**config.mk**
```make
export PLATFORM = sky130hd
export DESIGN_NAME = cla_carry_pipe_flat
export DESIGN_NICKNAME = d
export VERILOG_FILES = /design/src/rtl/cla_pkg.sv /design/src/rtl/cla_carry_pipe_if.sv /design/src/rtl/cla_group4.sv /design/src/rtl/cla_carry_pipe.sv /design/src/flat_wrapper.sv
export SDC_FILE = /design/constraint.sdc
export NUM_CORES = 1
export LEC_CHECK = 0
export CORE_MARGIN = 2
export CORE_UTILIZATION = 55
export CTS_BUF_LIST = sky130_fd_sc_hd__clkbuf_4 sky130_fd_sc_hd__clkbuf_8
export DETAILED_ROUTE_END_ITERATION = 10
export PLACE_DENSITY = 0.86
export SLEW_MARGIN = 20
export SYNTH_ARGS = -nofsm -noshare
export SYNTH_HDL_FRONTEND = slang
export SYNTH_SLANG_ARGS = --single-unit
```
**constraint.sdc**
```tcl
create_clock -name clk -period 5.4 [get_ports clk]
set_clock_uncertainty 0.2 [all_clocks]
set_input_delay 0.54 -clock clk [delete_from_list [all_inputs] [get_ports clk]]
set_output_delay 0.54 -clock clk [all_outputs]
set_load 0.005 [all_outputs]
```
**src/rtl/cla_pkg.sv**
```systemverilog
// Shared constants and elaboration helpers for the pipelined carry-lookahead block.
package cla_pkg;

    localparam int GROUP = 4;

    function automatic int ngroups(input int width);
        return width / GROUP;
    endfunction

    function automatic bit width_ok(input int width);
        return width inside {4, 8, 12, 16};
    endfunction

endpackage

```
**src/rtl/cla_carry_pipe_if.sv**
```systemverilog
// Upstream p/g/cin channel and downstream carry bundle of cla_carry_pipe.
// Handshake: a beat moves when valid & ready on the same rising edge; a producer
// holding valid keeps its data stable until ready, and ready never depends on valid.
interface cla_carry_pipe_if #(parameter int WIDTH = 16);
    logic             in_valid;
    logic             in_ready;
    logic [WIDTH-1:0] p;
    logic [WIDTH-1:0] g;
    logic             cin;
    logic             out_valid;
    logic             out_ready;
    logic [WIDTH-1:0] carry;
    logic [WIDTH-1:0] p_q;
    logic             cout;
    logic             grp_p;
    logic             grp_g;
    logic             ovf;

    modport master (
        output in_valid, p, g, cin, out_ready,
        input  in_ready, out_valid, carry, p_q, cout, grp_p, grp_g, ovf
    );

    modport slave (
        input  in_valid, p, g, cin, out_ready,
        output in_ready, out_valid, carry, p_q, cout, grp_p, grp_g, ovf
    );
endinterface

```
**src/rtl/cla_group4.sv**
```systemverilog
// Four-bit lookahead cell: prefix generate/propagate, group G/P and carries from c_in.
module cla_group4 (
    input  logic [3:0] p,
    input  logic [3:0] g,
    input  logic       c_in,
    output logic [3:0] lg,
    output logic [3:0] lp,
    output logic       gg,
    output logic       gp,
    output logic [3:0] carries
);
    // Prefixes are written out flat so every term is a single AND-OR level.
    assign lg[0] = g[0];
    assign lg[1] = g[1] | (p[1] & g[0]);
    assign lg[2] = g[2] | (p[2] & g[1]) | (p[2] & p[1] & g[0]);
    assign lg[3] = g[3] | (p[3] & g[2]) | (p[3] & p[2] & g[1]) | (p[3] & p[2] & p[1] & g[0]);

    assign lp[0] = p[0];
    assign lp[1] = &p[1:0];
    assign lp[2] = &p[2:0];
    assign lp[3] = &p[3:0];

    assign gg = lg[3];
    assign gp = lp[3];

    assign carries[0] = c_in;
    assign carries[1] = lg[0] | (lp[0] & c_in);
    assign carries[2] = lg[1] | (lp[1] & c_in);
    assign carries[3] = lg[2] | (lp[2] & c_in);
endmodule

```
**src/rtl/cla_carry_pipe.sv**
```systemverilog
// Two-stage carry-lookahead carry generator: stage 1 registers per-group prefixes,
// stage 2 resolves group carry-ins and bit carries; p travels alongside for the sum stage.
module cla_carry_pipe
    import cla_pkg::*;
#(
    parameter int WIDTH = 16
) (
    input  logic           clk,
    input  logic           rst,
    cla_carry_pipe_if.slave bus
);
    localparam int NG = ngroups(WIDTH);

    if (!width_ok(WIDTH)) begin : g_width_check
        $error("cla_carry_pipe: WIDTH %0d is not one of 4, 8, 12, 16", WIDTH);
    end

    logic             s1_valid, s2_valid, s1_en, s2_en;
    logic             s1_cin;
    logic [WIDTH-1:0] s1_p, s1_lg, s1_lp;
    logic [WIDTH-1:0] lg_d, lp_d;
    logic [NG-1:0]    s1_gg_unused, s1_gp_unused;
    logic [WIDTH-1:0] s1_c_unused;

    assign s2_en        = !s2_valid || bus.out_ready;
    assign s1_en        = !s1_valid || s2_en;
    assign bus.in_ready = s1_en;

    for (genvar k = 0; k < NG; k++) begin : g_s1_grp
        cla_group4 u_grp (
            .p       (bus.p[GROUP*k +: GROUP]),
            .g       (bus.g[GROUP*k +: GROUP]),
            .c_in    (1'b0),
            .lg      (lg_d[GROUP*k +: GROUP]),
            .lp      (lp_d[GROUP*k +: GROUP]),
            .gg      (s1_gg_unused[k]),
            .gp      (s1_gp_unused[k]),
            .carries (s1_c_unused[GROUP*k +: GROUP])
        );
    end

    always_ff @(posedge clk or posedge rst) begin
        if (rst) begin
            s1_valid <= 1'b0;
            s1_cin   <= 1'b0;
            s1_p     <= '0;
            s1_lg    <= '0;
            s1_lp    <= '0;
        end else if (s1_en) begin
            s1_valid <= bus.in_valid;
            if (bus.in_valid) begin
                s1_cin <= bus.cin;
                s1_p   <= bus.p;
                s1_lg  <= lg_d;
                s1_lp  <= lp_d;
            end
        end
    end

    // Group (G,P) pairs, zero-padded to four groups, reuse the same lookahead cell.
    logic [3:0] grp_gin, grp_pin, grp_lg, grp_lp, grp_c;
    logic       grp_gg_unused, grp_gp_unused, unused_bits;

    always_comb begin
        grp_gin = '0;
        grp_pin = '0;
        for (int k = 0; k < NG; k++) begin
            grp_gin[k] = s1_lg[GROUP*k + 3];
            grp_pin[k] = s1_lp[GROUP*k + 3];
        end
    end

    cla_group4 u_look (
        .p       (grp_pin),
        .g       (grp_gin),
        .c_in    (s1_cin),
        .lg      (grp_lg),
        .lp      (grp_lp),
        .gg      (grp_gg_unused),
        .gp      (grp_gp_unused),
        .carries (grp_c)
    );

    assign unused_bits = ^{grp_lg, grp_lp, grp_c};

    logic [WIDTH-1:0] carry_d;
    logic             cout_d, ovf_d;

    always_comb begin
        carry_d = '0;
        for (int k = 0; k < NG; k++) begin
            carry_d[GROUP*k] = grp_c[k];
            for (int i = 1; i < GROUP; i++) begin
                carry_d[GROUP*k + i] = s1_lg[GROUP*k + i - 1]
                                     | (s1_lp[GROUP*k + i - 1] & grp_c[k]);
            end
        end
    end

    assign cout_d = grp_lg[NG-1] | (grp_lp[NG-1] & s1_cin);
    assign ovf_d  = carry_d[WIDTH-1] ^ cout_d;

    logic [WIDTH-1:0] s2_carry, s2_p;
    logic             s2_cout, s2_grp_p, s2_grp_g, s2_ovf;

    always_ff @(posedge clk or posedge rst) begin
        if (rst) begin
            s2_valid <= 1'b0;
            s2_carry <= '0;
            s2_p     <= '0;
            s2_cout  <= 1'b0;
            s2_grp_p <= 1'b0;
            s2_grp_g <= 1'b0;
            s2_ovf   <= 1'b0;
        end else if (s2_en) begin
            s2_valid <= s1_valid;
            if (s1_valid) begin
                s2_carry <= carry_d;
                s2_p     <= s1_p;
                s2_cout  <= cout_d;
                s2_grp_p <= grp_lp[NG-1];
                s2_grp_g <= grp_lg[NG-1];
                s2_ovf   <= ovf_d;
            end
        end
    end

    assign bus.out_valid = s2_valid;
    assign bus.carry     = s2_carry;
    assign bus.p_q       = s2_p;
    assign bus.cout      = s2_cout;
    assign bus.grp_p     = s2_grp_p;
    assign bus.grp_g     = s2_grp_g;
    assign bus.ovf       = s2_ovf;
endmodule
```
**src/flat_wrapper.sv**
```systemverilog
// flat-port wrapper written by rule: the top's interface ports become plain ports
module cla_carry_pipe_flat import cla_pkg::*;
#(
    parameter int WIDTH = 16
)
  (clk, rst, bus_in_valid, bus_p, bus_g, bus_cin, bus_out_ready, bus_in_ready, bus_out_valid, bus_carry, bus_p_q, bus_cout, bus_grp_p, bus_grp_g, bus_ovf);
  cla_carry_pipe_if #(.WIDTH(WIDTH)) bus_i ();
  input  logic clk;
  input  logic rst;
  input wire logic [$bits(bus_i.in_valid)-1:0] bus_in_valid;
  input wire logic [$bits(bus_i.p)-1:0] bus_p;
  input wire logic [$bits(bus_i.g)-1:0] bus_g;
  input wire logic [$bits(bus_i.cin)-1:0] bus_cin;
  input wire logic [$bits(bus_i.out_ready)-1:0] bus_out_ready;
  output wire logic [$bits(bus_i.in_ready)-1:0] bus_in_ready;
  output wire logic [$bits(bus_i.out_valid)-1:0] bus_out_valid;
  output wire logic [$bits(bus_i.carry)-1:0] bus_carry;
  output wire logic [$bits(bus_i.p_q)-1:0] bus_p_q;
  output wire logic [$bits(bus_i.cout)-1:0] bus_cout;
  output wire logic [$bits(bus_i.grp_p)-1:0] bus_grp_p;
  output wire logic [$bits(bus_i.grp_g)-1:0] bus_grp_g;
  output wire logic [$bits(bus_i.ovf)-1:0] bus_ovf;
  assign bus_i.in_valid = bus_in_valid;
  assign bus_i.p = bus_p;
  assign bus_i.g = bus_g;
  assign bus_i.cin = bus_cin;
  assign bus_i.out_ready = bus_out_ready;
  assign bus_in_ready = bus_i.in_ready;
  assign bus_out_valid = bus_i.out_valid;
  assign bus_carry = bus_i.carry;
  assign bus_p_q = bus_i.p_q;
  assign bus_cout = bus_i.cout;
  assign bus_grp_p = bus_i.grp_p;
  assign bus_grp_g = bus_i.grp_g;
  assign bus_ovf = bus_i.ovf;
  cla_carry_pipe #(.WIDTH(WIDTH)) u_core (.clk(clk), .rst(rst), .bus(bus_i));
endmodule
```
# After elaboration in Yosys (flattened, before gate mapping)
# Cells that the tools add are included.
# op_classes
bitwise_logic	108
n_reduce_logical	21
# ops
cell	n
1-bit bitwise AND	61
1-bit bitwise OR	46
4-bit AND reduction	5
3-bit AND reduction	5
2-bit AND reduction	7
1-bit zero test	2
1-bit logical OR	2
1-bit XOR	1
# totals
wordCells	141
out_inout_bits	38
reg_bits	87
input_bits	37

# Depth between registers and ports, before layout
# logic_depth
ltp_word	7
mapped_depth	6

# Cells and area by module
# Synthesis repeated with hierarchy kept, for this count alone.
# unflattened
cells_unflattened	297
area_unflattened_um2	4045.1
# by_module_without_submodules
module	n_inst	area_each_um2	cells_each
cla_carry_pipe	1	3457.1	222
cla_group4	5	117.6	15

# Least setup slack after synthesis
# OpenSTA, ideal clock, no wires.
# synth_timing
kind	in2reg
startpoint	input bus_out_ready
endpoint	register u_core.s1_lg[14]
slack_ps	3666
arrival_time_ps	1410
path_buffers	1
path_stages	4
path_cell_list	nand3b_1 > nand2_1 > buf_2 > mux2_2
# synth_between
elab_chain_cells	3
# synth_rtl
item	line	source
from (decl)	flat_wrapper.sv:14	input wire logic [$bits(bus_i.out_ready)-1:0] bus_out_ready;
1-bit logical OR	cla_carry_pipe.sv:25	assign s2_en = !s2_valid || bus.out_ready;
1-bit logical OR	cla_carry_pipe.sv:26	assign s1_en = !s1_valid || s2_en;
2-bit AND reduction (no line)	--	
to (signal assigned)	cla_carry_pipe.sv:54	s1_lg <= lg_d;
to (decl)	cla_carry_pipe.sv:20	logic [WIDTH-1:0] s1_p, s1_lg, s1_lp;
# No other way between the ends.
# A chain may end at the register's enable or synchronous reset.

# Worst setup path after layout
# layout_timing
startpoint	input bus_out_ready
endpoint	output bus_in_ready
# layout_between
elab_chain_cells	2
# layout_rtl
item	line	source
1-bit logical OR	cla_carry_pipe.sv:25	
1-bit logical OR	cla_carry_pipe.sv:26	
to (decl)	flat_wrapper.sv:15	output wire logic [$bits(bus_i.in_ready)-1:0] bus_in_ready;
# No other way between the ends.

==> metrics.cfg <==
[synthesis]
syn-num-nets=355
yosysTopAreaCell=dfrtp_1
synthArstFlopShare_pct=100
synth-edff-count=0
synth.avg_cell_area_um2=10.5
synth.most_common_cell=nand2_1
syn-cell-area_um2=3330
synthTopCellsByCount=nand2_1, dfrtp_1, o21ai_0
synth_flop_cell=dfrtp_1
ys_warn_count=0
ys_types=30
ys_seq_area_share_pct=62.3
ys_ff_latch=83
netlist_instances=318
yosys.area.top_type_share_pct=62.3
netlist_top_cells_area=dfrtp_1, nand2_1, mux2_2, o21ai_0, a21oi_1

[routing]
avgViaCountPerCell=5.34
routed_wl_um=7060
final_antenna_net_count=0
drc_errors=0
first_iter_violations=167
wl_per_cell_um=15.0
routed-via-count=2508
drt_first_pass_iters=6

[timing]
layout_setup_ws_ps=2950
period_needed_ps=2450
setup_viol=0
period_share_pct=45.3
final.setup.tns_ps=0
hold_viol=0
slew_viol_final=0
fmax_mhz=409
slew-limit-headroom_pct=52.0
hold_ws_ps=274
rsz0062_at_grt=no
worst-slew-pin-transition_ps=721

[global_route]
grt_max_degree=84
antenna_found_initial=0
first_global_vias=2436
grtUsageTotal_pct=23.1
grt_overflow_total=0
grt_pass1_wl_um=11400

[critical_path]
critPathArrivalTime_ps=1710
worstSetupPathType=in -> out
ff2ff_setup_slack_ps=3460
cp-end-kind=output pin
crit_slowest_cell=clkdlybuf4s50_1
cp_top_family=buffers and inverters
cp_num_buf_inv=2
path_cells=clkdlybuf4s50_1, nand3b_1, clkdlybuf4s50_1
path_common_cell=clkdlybuf4s50_1
cp_max_fo=3
critPathRequiredTime_ps=4660
cp-start-kind=input pin
critical-path-max-stage-delay_ps=530

[clock_network]
cts_root_buf=clkbuf_8
clock-sinks=83
ctsResizeCount=0
cts.clk_slew.worst_paths_ps=70
cts_made_buffers=9
cts_hold_buffers=0
cts_tree=yes
cts_setup_buffers=0
htree_levels=3
cts_buffer_depth=2
worst_skew_pair.late_latency_ps=340

[final_layout]
multi_input_area_um2=1150
syn_to_final_growth_pct=30.6
final_util_pct=74.0
fill_cells=415
antenna_cells=0
ff_latch_area_um2=2080
nets=427
drive_gt1_share_pct=11.9
stdcell_count=470
postLayoutCellArea_um2=4350

[floorplanning]
die_y_um=81.9
die_w_um=81.9
ios=75
num_rows=28
core_area_um2=5890
fp.dieArea_um2=6700
start_util_pct=56.6

[place]
port_buffers=74
place_ws_ps=2590
dp.cells=454
dp_hpwl_um=4640
place_area_um2=4100
place_congestion=0.849

[power]
peakVddDrop_v=0.000202
p_leak_nw=1.95
power_density_nw_per_um2=377
p_total_mw=1.64

[hold_path]
min_path_type=reg -> reg

[flow_run]
cap_violations=0

[outcome]
status=finished clean

==> tightest hold or removal path: stages, from the launching register on <==
cell and delay [ps]:
dfrtp_1 340, nand2_1 50, nand2_1 60
==> kinds of logic (layout without fill, tap and decap cells) <==
| group | Yosys count | after routing | synth area share (%) |
|---|---|---|---|
| flops | 83 | 83 | 62.3 |
| compound gates | 71 | 71 | 12.4 |
| simple gates | 121 | 121 | 14.6 |
| mux | 22 | 22 | 7.43 |
| buf+inv | 21 | 98 | 3.30 |
==> layout make-up <==
| class | instances | area share, % |
|---|---|---|
| repair buffers | 77 | 17.6 |
| multi-input cells | 214 | 26.4 |
| well taps | 75 | 2.16 |
| clock buffers | 11 | 3.33 |
| inverters | 5 | 0.460 |
| clock inverters | 5 | 2.30 |
| flip-flops and latches | 83 | 47.7 |
==> layout by cell type (no fill, tap or decap), drive strengths merged, types with 4 or more instances in the layout <==
| cell type | instances |
|---|---|
| nand2 | 96 |
| nand4 | 4 |
| dfrtp | 83 |
| o21bai | 4 |
| nor2 | 14 |
| inv | 4 |
| clkdlybuf4s50 | 74 |
| clkbuf | 11 |
| a21oi | 20 |
| o21ai | 31 |
| mux2 | 22 |
| o31ai | 4 |
==> power by group <==
group	internal, mW	switching (mW)
registers	0.723	0.0623
clock network	0.323	0.209
logic	0.187	0.135
==> per-layer routing <==
layer / GRT usage (%) / share of wire [%] / up-vias
met5: 0 / 0 / -
met4: 11.2 / 2.9 / 0
met3: 5.05 / 2.6 / 18
met2: 36.8 / 50 / 55
met1: 30.1 / 44 / 1223
li1: - / - / 1212
==> state kept, by name (all words and copies together) (netlist names), 12 cells and up <==
register          count
u_core.s1_lg         16
u_core.s1_p          16
u_core.bus.p_q       16
u_core.bus.carry     16
u_core.s1_lp         12
==> final timing paths <==
| check | startpoint | to | depth (start not counted) |
|---|---|---|---|
| max in group asynchronous | rst | u_core.s1_lg[14]$_DFFE_PP0P_ | 3 |
| min in group asynchronous | rst | u_core.bus.carry[1]$_DFFE_PP0P_ | 3 |
| setup reg to reg | u_core.s1_valid$_DFFE_PP0N_ | u_core.s1_p[0]$_DFFE_PP0P_ | 4 |
| hold / removal | u_core.bus.p_q[1]$_DFFE_PP0P_ | u_core.bus.p_q[1]$_DFFE_PP0P_ | 2 |
| hold reg to reg | u_core.bus.p_q[1]$_DFFE_PP0P_ | u_core.bus.p_q[1]$_DFFE_PP0P_ | 2 |
| setup / recovery | bus_out_ready | bus_in_ready | 3 |
No activity file was read; power rests on OpenSTA's default activity.
